$ cat src/rtl/ws2812b_frame_scheduler_if.sv
// Host write port and chain-driver pull port of the WS2812b frame scheduler.
interface ws2812b_frame_scheduler_if #(
    parameter int NUM_LEDS = 4,
    parameter int FCNT_W   = 16
);
    localparam int AW = $clog2(NUM_LEDS);

    logic              wr_valid;
    logic              wr_ready;
    logic [AW-1:0]     wr_addr;
    logic [23:0]       wr_rgb;
    logic              frame_commit;
    logic              commit_pending;
    logic [7:0]        brightness;
    logic              drv_data_request;
    logic [AW-1:0]     drv_address;
    logic [7:0]        drv_red;
    logic [7:0]        drv_green;
    logic [7:0]        drv_blue;
    logic              frame_start;
    logic [FCNT_W-1:0] frame_count;

    modport master (
        output wr_valid, wr_addr, wr_rgb, frame_commit, brightness,
               drv_data_request, drv_address,
        input  wr_ready, commit_pending, drv_red, drv_green, drv_blue,
               frame_start, frame_count
    );

    modport slave (
        input  wr_valid, wr_addr, wr_rgb, frame_commit, brightness,
               drv_data_request, drv_address,
        output wr_ready, commit_pending, drv_red, drv_green, drv_blue,
               frame_start, frame_count
    );
endinterface

$ cat src/rtl/ws2812b_frame_scheduler.sv
// Double-buffered LED frame store; banks swap only on a driver address-0 pull so
// the chain never shows a torn frame. Returns brightness-scaled RGB one cycle after each pull.
module ws2812b_frame_scheduler #(
    parameter int NUM_LEDS = 4,
    parameter int FCNT_W   = 16
) (
    input logic                     clk,
    input logic                     reset,
    ws2812b_frame_scheduler_if.slave bus
);
    localparam int AW = $clog2(NUM_LEDS);

    logic              front_sel_q, front_sel_d;
    logic              blank_q, blank_d;
    logic              commit_pending_q, commit_pending_d;
    logic              frame_start_q, frame_start_d;
    logic [7:0]        bright_q, bright_d;
    logic [FCNT_W-1:0] frame_count_q, frame_count_d;
    logic [23:0]       drv_rgb_q, drv_rgb_d;

    logic [23:0]       mem_q [0:2*NUM_LEDS-1];

    logic              boundary;
    logic              swap;
    logic              wr_en;
    logic [23:0]       rd_word;

    function automatic logic [7:0] scale(input logic [7:0] c, input logic [7:0] b);
        logic [15:0] p;
        p = {8'd0, c} * ({8'd0, b} + 16'd1);
        return 8'(p >> 8);
    endfunction

    always_comb begin
        boundary         = bus.drv_data_request && (bus.drv_address == '0);
        swap             = boundary && commit_pending_q;
        wr_en            = bus.wr_valid && !commit_pending_q;

        front_sel_d      = front_sel_q;
        blank_d          = blank_q;
        commit_pending_d = commit_pending_q;
        frame_count_d    = frame_count_q;
        bright_d         = bright_q;
        frame_start_d    = boundary;
        drv_rgb_d        = drv_rgb_q;

        if (bus.frame_commit && !commit_pending_q)
            commit_pending_d = 1'b1;

        // A commit in the boundary cycle only sets pending; the swap waits a whole frame.
        if (swap) begin
            front_sel_d      = ~front_sel_q;
            blank_d          = 1'b0;
            commit_pending_d = 1'b0;
            frame_count_d    = frame_count_q + 1'b1;
        end

        if (boundary)
            bright_d = bus.brightness;

        // Read uses post-swap bank and freshly latched brightness.
        rd_word = mem_q[{front_sel_d, bus.drv_address}];
        if (bus.drv_data_request) begin
            if (blank_d)
                drv_rgb_d = 24'd0;
            else
                drv_rgb_d = {scale(rd_word[23:16], bright_d),
                             scale(rd_word[15:8],  bright_d),
                             scale(rd_word[7:0],   bright_d)};
        end
    end

    always_ff @(posedge clk) begin
        if (reset) begin
            front_sel_q      <= 1'b0;
            blank_q          <= 1'b1;
            commit_pending_q <= 1'b0;
            frame_start_q    <= 1'b0;
            bright_q         <= 8'd255;
            frame_count_q    <= '0;
            drv_rgb_q        <= 24'd0;
        end else begin
            front_sel_q      <= front_sel_d;
            blank_q          <= blank_d;
            commit_pending_q <= commit_pending_d;
            frame_start_q    <= frame_start_d;
            bright_q         <= bright_d;
            frame_count_q    <= frame_count_d;
            drv_rgb_q        <= drv_rgb_d;
        end
    end

    // Frame RAM is deliberately not reset; blank hides its contents until the first swap.
    always_ff @(posedge clk) begin
        if (wr_en)
            mem_q[{~front_sel_q, bus.wr_addr}] <= bus.wr_rgb;
    end

    assign bus.wr_ready       = ~commit_pending_q;
    assign bus.commit_pending = commit_pending_q;
    assign bus.frame_start    = frame_start_q;
    assign bus.frame_count    = frame_count_q;
    assign bus.drv_red        = drv_rgb_q[23:16];
    assign bus.drv_green      = drv_rgb_q[15:8];
    assign bus.drv_blue       = drv_rgb_q[7:0];
endmodule

$ cat src/flat_wrapper.sv
// flat-port wrapper written by rule: the top's interface ports become plain ports
module ws2812b_frame_scheduler_flat 
#(
    parameter int NUM_LEDS = 4,
    parameter int FCNT_W   = 16
)
  (clk, reset, bus_wr_valid, bus_wr_addr, bus_wr_rgb, bus_frame_commit, bus_brightness, bus_drv_data_request, bus_drv_address, bus_wr_ready, bus_commit_pending, bus_drv_red, bus_drv_green, bus_drv_blue, bus_frame_start, bus_frame_count);
  ws2812b_frame_scheduler_if #(.NUM_LEDS(NUM_LEDS), .FCNT_W(FCNT_W)) bus_i ();
  input logic clk;
  input logic reset;
  input wire logic [$bits(bus_i.wr_valid)-1:0] bus_wr_valid;
  input wire logic [$bits(bus_i.wr_addr)-1:0] bus_wr_addr;
  input wire logic [$bits(bus_i.wr_rgb)-1:0] bus_wr_rgb;
  input wire logic [$bits(bus_i.frame_commit)-1:0] bus_frame_commit;
  input wire logic [$bits(bus_i.brightness)-1:0] bus_brightness;
  input wire logic [$bits(bus_i.drv_data_request)-1:0] bus_drv_data_request;
  input wire logic [$bits(bus_i.drv_address)-1:0] bus_drv_address;
  output wire logic [$bits(bus_i.wr_ready)-1:0] bus_wr_ready;
  output wire logic [$bits(bus_i.commit_pending)-1:0] bus_commit_pending;
  output wire logic [$bits(bus_i.drv_red)-1:0] bus_drv_red;
  output wire logic [$bits(bus_i.drv_green)-1:0] bus_drv_green;
  output wire logic [$bits(bus_i.drv_blue)-1:0] bus_drv_blue;
  output wire logic [$bits(bus_i.frame_start)-1:0] bus_frame_start;
  output wire logic [$bits(bus_i.frame_count)-1:0] bus_frame_count;
  assign bus_i.wr_valid = bus_wr_valid;
  assign bus_i.wr_addr = bus_wr_addr;
  assign bus_i.wr_rgb = bus_wr_rgb;
  assign bus_i.frame_commit = bus_frame_commit;
  assign bus_i.brightness = bus_brightness;
  assign bus_i.drv_data_request = bus_drv_data_request;
  assign bus_i.drv_address = bus_drv_address;
  assign bus_wr_ready = bus_i.wr_ready;
  assign bus_commit_pending = bus_i.commit_pending;
  assign bus_drv_red = bus_i.drv_red;
  assign bus_drv_green = bus_i.drv_green;
  assign bus_drv_blue = bus_i.drv_blue;
  assign bus_frame_start = bus_i.frame_start;
  assign bus_frame_count = bus_i.frame_count;
  ws2812b_frame_scheduler #(.NUM_LEDS(NUM_LEDS), .FCNT_W(FCNT_W)) u_core (.clk(clk), .reset(reset), .bus(bus_i));
endmodule
$ cat config.mk
export PLATFORM = sky130hd
export DESIGN_NAME = ws2812b_frame_scheduler_flat
export DESIGN_NICKNAME = d
export VERILOG_FILES = /design/src/rtl/ws2812b_frame_scheduler_if.sv /design/src/rtl/ws2812b_frame_scheduler.sv /design/src/flat_wrapper.sv
export SDC_FILE = /design/constraint.sdc
export NUM_CORES = 1
export LEC_CHECK = 0
export BUFFER_PORTS_ARGS = -buffer_cell sky130_fd_sc_hd__buf_2
export CAP_MARGIN = 20
export CORE_MARGIN = 2
export CORE_UTILIZATION = 56
export DETAILED_ROUTE_END_ITERATION = 6
export GPL_TIMING_DRIVEN = 1
export PLACE_DENSITY = 0.77
export SLEW_MARGIN = 25
export SYNTH_ARGS = -nofsm -noshare
export SYNTH_HDL_FRONTEND = slang
export SYNTH_SLANG_ARGS = --single-unit
$ cat constraint.sdc
create_clock -name clk -period 7.5 [get_ports clk]
set_input_delay 1.125 -clock clk [delete_from_list [all_inputs] [get_ports clk]]
set_output_delay 1.125 -clock clk [all_outputs]
set_load 0.03 [all_outputs]
==> results of run 1 <==
-- metal layers --
metal,GRT usage,up-vias
met4,0.0595,0
met1,0.340,4812
met2,0.394,357
met5,0,-
li1,-,4447
met3,0.0359,58
-- cell type report --
cell class                      instances  area share
Antenna cell                            2    0.000291
Clock inverter                          7     0.00582
Inverter                              134      0.0292
Timing Repair Buffer                  132      0.0477
Clock buffer                           37      0.0407
Tap cell                              341      0.0248
Sequential cell                       244       0.395
Multi-Input combinational cell        808       0.456
-- how the worst max path moves through the flow --
stage | from | endpoint | cells after the start
3_3_place_gp | bus_drv_address[1] | u_core.drv_rgb_q[6]$_SDFFE_PP0P_ | 28
6_report | bus_drv_address[1] | u_core.drv_rgb_q[6]$_SDFFE_PP0P_ | 28
4_1_cts | bus_drv_address[1] | u_core.drv_rgb_q[6]$_SDFFE_PP0P_ | 28
5_1_grt | bus_drv_address[1] | u_core.drv_rgb_q[23]$_SDFFE_PP0P_ | 25
2_1_floorplan | bus_drv_address[1] | u_core.drv_rgb_q[6]$_SDFFE_PP0P_ | 26
3_5_place_dp | bus_drv_address[1] | u_core.drv_rgb_q[6]$_SDFFE_PP0P_ | 28
-- cells in the mapped netlist (8+ instances only) --
library cell               count
sky130_fd_sc_hd__dfxtp_1      52
sky130_fd_sc_hd__xnor2_1      24
sky130_fd_sc_hd__fa_1        120
sky130_fd_sc_hd__inv_1       134
sky130_fd_sc_hd__nor2b_1      17
sky130_fd_sc_hd__or2_2        34
sky130_fd_sc_hd__nand3_1      18
sky130_fd_sc_hd__a21oi_1      16
sky130_fd_sc_hd__clkbuf_1     30
sky130_fd_sc_hd__nor3_1       17
sky130_fd_sc_hd__nand2b_1     22
sky130_fd_sc_hd__edfxtp_1    192
sky130_fd_sc_hd__nor2_1      187
sky130_fd_sc_hd__buf_2        12
sky130_fd_sc_hd__ha_1         98
sky130_fd_sc_hd__and3_1        8
sky130_fd_sc_hd__o21ai_0      13
sky130_fd_sc_hd__mux4_2       45
sky130_fd_sc_hd__mux2i_1      41
sky130_fd_sc_hd__nand2_1      51
sky130_fd_sc_hd__xor2_1       23
-- stage by stage --
step	cell area, um2	cells	hold WS, ns	total power (W)	util
finish	17200	1705	0.437	0.00522	0.640
global route	17200	1703	0.458	0.00568	0.640
CTS	17200	1703	0.444	0.00525	0.640
detailed placement	16400	1659	0.436	0.00402	0.610
global placement	16400	1659	0.431	0.00394	0.610
floorplan	15300	1231	0.441	0.00342	-
-- cell usage in the layout, fill, tap and decap left out, types with 5 or more instances in the layout --
cell type,Yosys,final
sky130_fd_sc_hd__a21o_1,5,5
sky130_fd_sc_hd__a21oi_1,16,16
sky130_fd_sc_hd__and3_1,8,8
sky130_fd_sc_hd__buf_2,12,83
sky130_fd_sc_hd__buf_4,0,46
sky130_fd_sc_hd__clkbuf_1,30,9
sky130_fd_sc_hd__clkbuf_16,0,25
sky130_fd_sc_hd__dfxtp_1,52,52
sky130_fd_sc_hd__edfxtp_1,192,192
sky130_fd_sc_hd__fa_1,120,120
sky130_fd_sc_hd__ha_1,98,98
sky130_fd_sc_hd__inv_1,134,134
sky130_fd_sc_hd__mux2i_1,41,40
sky130_fd_sc_hd__mux4_2,45,45
sky130_fd_sc_hd__nand2_1,51,51
sky130_fd_sc_hd__nand2b_1,22,22
sky130_fd_sc_hd__nand3_1,18,18
sky130_fd_sc_hd__nand4_1,5,5
sky130_fd_sc_hd__nor2_1,187,184
sky130_fd_sc_hd__nor2b_1,17,17
sky130_fd_sc_hd__nor3_1,17,13
sky130_fd_sc_hd__o21a_1,5,5
sky130_fd_sc_hd__o21ai_0,13,12
sky130_fd_sc_hd__o21ai_1,5,6
sky130_fd_sc_hd__o31ai_1,6,6
sky130_fd_sc_hd__or2_2,34,34
sky130_fd_sc_hd__xnor2_1,24,23
sky130_fd_sc_hd__xor2_1,23,23
-- flip-flops by register name (all words and copies together), names as in the netlist --
register and flops:
u_core.drv_rgb_q 24, u_core.bus.frame_start 1, u_core.front_sel_q 1, u_core.mem_q 192
u_core.bus.commit_pending 1, u_core.bright_q 8, u_core.blank_q 1, u_core.bus.frame_count 16
-- cells by family after synthesis --
family,share of synthesized area
and+or+nand+nor,0.115
DFF,0.445
AOI/OAI and AO/OA,0.0323
xor gates and xnor gates,0.0298
adders and majority gates,0.237
muxes,0.0948
buffers and inverters,0.0454
-- critical path: stages --
cell,delay [ns]
sky130_fd_sc_hd__buf_2,0.11
sky130_fd_sc_hd__or3b_1,0.43
sky130_fd_sc_hd__buf_4,0.20
sky130_fd_sc_hd__mux2i_1,0.29
sky130_fd_sc_hd__inv_1,0.08
sky130_fd_sc_hd__ha_1,0.22
sky130_fd_sc_hd__nor2b_1,0.15
sky130_fd_sc_hd__nand2_1,0.10
sky130_fd_sc_hd__xnor2_1,0.07
sky130_fd_sc_hd__mux2i_2,0.17
sky130_fd_sc_hd__buf_4,0.26
sky130_fd_sc_hd__nor2_1,0.10
sky130_fd_sc_hd__fa_1,0.51
sky130_fd_sc_hd__inv_1,0.05
sky130_fd_sc_hd__fa_1,0.53
sky130_fd_sc_hd__inv_1,0.05
sky130_fd_sc_hd__fa_1,0.47
sky130_fd_sc_hd__inv_1,0.05
sky130_fd_sc_hd__fa_1,0.47
sky130_fd_sc_hd__inv_1,0.04
sky130_fd_sc_hd__ha_1,0.30
sky130_fd_sc_hd__nand2_1,0.09
sky130_fd_sc_hd__o21ai_0,0.11
sky130_fd_sc_hd__a21oi_1,0.24
sky130_fd_sc_hd__a21oi_2,0.11
sky130_fd_sc_hd__o31a_1,0.30
sky130_fd_sc_hd__or3_1,0.31
sky130_fd_sc_hd__a32o_1,0.25
-- power by group --
group / total (W) / switching (W) / internal [W]
Sequential: 0.00150 / 0.0000132 / 0.00149
Clock: 0.00122 / 0.000499 / 0.000716
Combinational: 0.00250 / 0.00143 / 0.00107
Total: 0.00522 / 0.00194 / 0.00327
==> impl_metrics.toml, run 1 <==
[drt]
drc_errors = 0
vias_per_cell = 5.67
routed-wl-met3_um = 2360
routedLengthMet1_um = 14200
routedWlPerCell_um = 19.4
top_layer = "met4"
initialDrtViolationCount = 772
met2_wirelength_um = 15700
detail-route-antenna-nets = 0
drtPass1Iterations = 5
vias = 9674
finalWirelength_um = 33100

[timing]
skew_ns = 0.0113
final.period_utilization = 0.903
finalHoldViolations = 0
rsz0062_at_grt = "false"
final-max-slew-violation-count = 0
setup_tns_ns = 0
setup_ws_ns = 0.726
period_needed_ns = 6.77
number_of_endpoints_failing_setup_at_the_final_stage = 0
relSlewSlack = 0.340
worst_pin_slew_ns = 0.987
upper_clock_frequency_limit_ghz = 0.148

[cts]
post_cts.repair.setup_buffers = 0
cts_made_buffers = 25
insertion_delay_ns = 0.54
clkSlewWorstSetupHoldPaths_ns = 0.06
holdBufCountCts = 0
clock_tree.buffer_depth = 3
h_tree_depth = 1
cts_tree = "done"
cts_sinks = 244
cts_root_buf = "sky130_fd_sc_hd__clkbuf_16"
cts.repair.resized = 0

[logic_synthesis]
synth_area_leader_cell = "sky130_fd_sc_hd__edfxtp_1"
synth-seq-area-share = 0.445
yosysWarningCount = 0
synthDominantCellAreaShare = 0.377
synth-async-reset-ratio = 0
synth.top_cells.by_area = "sky130_fd_sc_hd__edfxtp_1 (38%), sky130_fd_sc_hd__fa_1 (16%), sky130_fd_sc_hd__ha_1 (8.0%)"
post_synth_inst_count = 1231
syn-num-nets = 1490
synthFlopType = "sky130_fd_sc_hd__edfxtp_1"
ys_types = 57
post_synth_instance_area_mm2 = 0.0153
synth-edff-count = 192
syn_area_per_cell_um2 = 12.4
count_of_state_elements_after_synthesis = 244

[critical_path]
end_kind = "flip-flop"
crit-reg2reg-launch = "u_core.bus.commit_pending$_SDFFE_PP0P_"
reg2reg_slack_ns = 0.92
setup.worst_path.start_class = "input pin"
critical_path_class = "input pin to flip-flop"
r2r.worst_path.cells = 24
worst_ep_required_time_ns = 7.92
r2r_end = "u_core.drv_rgb_q[6]$_SDFFE_PP0P_"
max_fanout_on_critical_path = 18
worst-endpoint-arrival_ns = 7.20

[place]
placement.io_buffers = 83
place_worst_setup_slack_ns = 0.192
dp_hpwl_um = 23600
place_congestion = 0.877

[layout]
nFillCells = 2013
flow.area_growth_from_synthesis_pct = 12.6
final-seq-area_mm2 = 0.00681
finish.net_count = 1604
multiInputGateArea_mm2 = 0.00785
final_layout_size_suffix_gt1_frac = 0.192

[run]
max-cap-violations = 0

[global_routing]
grt_usage = 0.239
largest_net_degree_at_the_start_of_global_routing = 47
grt_pass1_vias = 10100
initial_antenna_violation_count = 2
grt_pass1_wl_um = 53600
grt_overflow_total = 0

[floorplanning]
floorplan.core_area_mm2 = 0.0269
horizontal_extent_of_the_die_um = 169
rows = 60
num_io_pins = 84
die_h_um = 169
floorplan.die_area_mm2 = 0.0286
starting_density_of_the_core = 0.569

[min_path]
timing.hold.worst_path_depth = 2
worst_hold_path_type = "flip-flop to flip-flop"
hold_end = "u_core.drv_rgb_q[15]$_SDFFE_PP0P_"
min_from = "u_core.drv_rgb_q[15]$_SDFFE_PP0P_"

[status]
outcome = "complete, no violations"

[power_and_ir_drop]
pwr_density_cell_mw_per_mm2 = 303
max-vdd-ir-drop_uv = 253
p_leak_nw = 7.31
Note: power is estimated with default switching activity, not from simulation.
==> run 2: changes to the inputs <==
==> constraint.sdc (replaced) <==
create_clock -name clk -period 5.8 [get_ports clk]
set_input_delay 0.87 -clock clk [delete_from_list [all_inputs] [get_ports clk]]
set_output_delay 0.87 -clock clk [all_outputs]
set_load 0.03 [all_outputs]
==> impl_metrics.toml, run 2 (same netlist as run 1, synthesis figures left out) <==
[critical_path]
timing.critical_path.max_delay_family = "adder cells"
crit_path_top_delay_cell = "sky130_fd_sc_hd__fa_1"
worst_ep_required_time_ns = 6.23
worst_path_largest_cell_delay_ns = 0.52
worst-path-buf-inv = 10
critical_path_class = "input pin to flip-flop"
end_kind = "flip-flop"
setup.worst_path.start_class = "input pin"
worst-endpoint-arrival_ns = 6.44
max_fanout_on_critical_path = 7

[global_routing]
global_route.usage.met2 = 0.459
initial_antenna_violation_count = 1
globalRoute.busiestLayer = "met2"
grt_overflow_total = 0
grt_usage = 0.260
largest_net_degree_at_the_start_of_global_routing = 34
grt_use_met3 = 0.0352
grt_pass1_wl_um = 57800
grt_pass1_vias = 10900
met1_usage = 0.330

[power_and_ir_drop]
max-vdd-ir-drop_uv = 295
pwr_density_cell_mw_per_mm2 = 432
p_leak_nw = 8.18

[timing]
fin_worst_hold_slack_ns = 0.443
rsz0062_at_grt = "true"
period_needed_ns = 6.01
relSlewSlack = 0.316
worst_pin_slew_ns = 1.02
finalHoldViolations = 0
setup_ws_ns = -0.210
setup_tns_ns = -1.66
final-max-slew-violation-count = 0
skew_ns = 0.0236
final.period_utilization = 1.04
upper_clock_frequency_limit_ghz = 0.166
number_of_endpoints_failing_setup_at_the_final_stage = 16

[drt]
vias_per_cell = 5.62
detail-route-antenna-nets = 0
routedWlPerCell_um = 19.6
finalWirelength_um = 36500
drtPass1Iterations = 5
initialDrtViolationCount = 738
vias = 10500
drc_errors = 0

[place]
dp_hpwl_um = 26000
place_congestion = 0.902
placedInstanceArea_mm2 = 0.0176
placement.io_buffers = 83

[cts]
cts_tree = "done"
h_tree_depth = 1
cts_made_buffers = 26
cts_root_buf = "sky130_fd_sc_hd__clkbuf_16"
cts_sinks = 244
clock_tree.buffer_depth = 3
insertion_delay_ns = 0.57
holdBufCountCts = 0
clkSlewWorstSetupHoldPaths_ns = 0.06

[layout]
mostFrequentLayoutCell = "sky130_fd_sc_hd__edfxtp_1"
final_cell_area_mm2 = 0.0192
layout.cells.most_common_list = "sky130_fd_sc_hd__edfxtp_1 (192), sky130_fd_sc_hd__buf_4 (179), sky130_fd_sc_hd__nor2_1 (169), sky130_fd_sc_hd__inv_1 (120), sky130_fd_sc_hd__fa_1 (115)"
max_flop_register = "u_core.mem_q"
largest_register_ffs = 192
final_layout_size_suffix_gt1_frac = 0.347
flow.area_growth_from_synthesis_pct = 25.4
antenna-diode-count = 0
finish.net_count = 1763

[floorplanning]
num_io_pins = 84
die_h_um = 169
rows = 60
starting_density_of_the_core = 0.569
floorplan.die_area_mm2 = 0.0286
floorplan.core_area_mm2 = 0.0269
horizontal_extent_of_the_die_um = 169

[status]
violations = "negative setup slack"
outcome = "complete, but fails checks"

[run]
max-cap-violations = 0

[min_path]
worst_hold_path_type = "flip-flop to flip-flop"
==> run 2: cell count changes in the layout (fill, tap and decap cells not counted), moves of 14 or more <==
cell | before | now
sky130_fd_sc_hd__nor2_1 | 184 | 169
sky130_fd_sc_hd__buf_6 | 0 | 22
sky130_fd_sc_hd__inv_2 | 0 | 14
sky130_fd_sc_hd__buf_4 | 46 | 179
sky130_fd_sc_hd__inv_1 | 134 | 120
sky130_fd_sc_hd__nor2_2 | 0 | 15
==> run 2: worst register-to-register path: cells and delay by family (launching register included) <==
kind	cells	cell delay (ns)
AOI/OAI and AO/OA	6	1.08
xor gates and xnor gates	1	0.16
adders and majority gates	5	2.22
buffers and inverters	5	0.50
DFF	1	0.36
muxes	2	0.62
and+or+nand+nor	3	0.78
==> run 2: layout make-up <==
class | count | area [um2]
Multi-Input combinational cell | 808 | 8480
Fill cell | 1743 | 7700
Sequential cell | 244 | 6810
Timing Repair Buffer | 290 | 2150
Clock buffer | 36 | 698
Inverter | 134 | 503
Tap cell | 341 | 427
Clock inverter | 11 | 110
==> run 2: per-layer routing <==
metal | wire length (um) | vias to the layer above
met5 | 0 | -
met4 | 1360 | 0
met3 | 2080 | 88
met2 | 18700 | 370
met1 | 14400 | 5250
li1 | - | 4769
==> run 2: where the power goes <==
part | switching (W) | total (W) | internal, W
sequential | 0.0000163 | 0.00194 | 0.00193
combinational | 0.00240 | 0.00476 | 0.00237
clock | 0.000687 | 0.00158 | 0.000891
total | 0.00310 | 0.00828 | 0.00518
==> run 2: path summary, 6_finish.rpt <==
path | from | end | slack [ns] | depth (start not counted)
setup / recovery | bus_drv_address[0] | u_core.drv_rgb_q[12]$_SDFFE_PP0P_ | -0.21 | 29
hold / removal | u_core.drv_rgb_q[17]$_SDFFE_PP0P_ | u_core.drv_rgb_q[17]$_SDFFE_PP0P_ | 0.44 | 2
setup reg to reg | u_core.bus.commit_pending$_SDFFE_PP0P_ | u_core.drv_rgb_q[6]$_SDFFE_PP0P_ | -0.02 | 22
hold reg to reg | u_core.drv_rgb_q[17]$_SDFFE_PP0P_ | u_core.drv_rgb_q[17]$_SDFFE_PP0P_ | 0.44 | 2
==> run 2: per-stage QoR <==
step | std cells | total power (W) | worst slack (ns) | utilization
final | 1864 | 0.00828 | -0.210 | 0.714
after global placement | 1789 | 0.00589 | -0.947 | 0.654
after CTS | 1853 | 0.00795 | -0.152 | 0.704
after floorplan | 1231 | 0.00456 | -0.671 | -
after global routing | 1864 | 0.00888 | -0.380 | 0.714
after detailed placement | 1789 | 0.00602 | -0.993 | 0.654
==> run 2: timing repair <==
action	in CTS	in global routing
pin swaps	39	57
gates cloned	1	1
setup endpoints to repair	21	24
buffers inserted	16	15
resized for setup	87	51
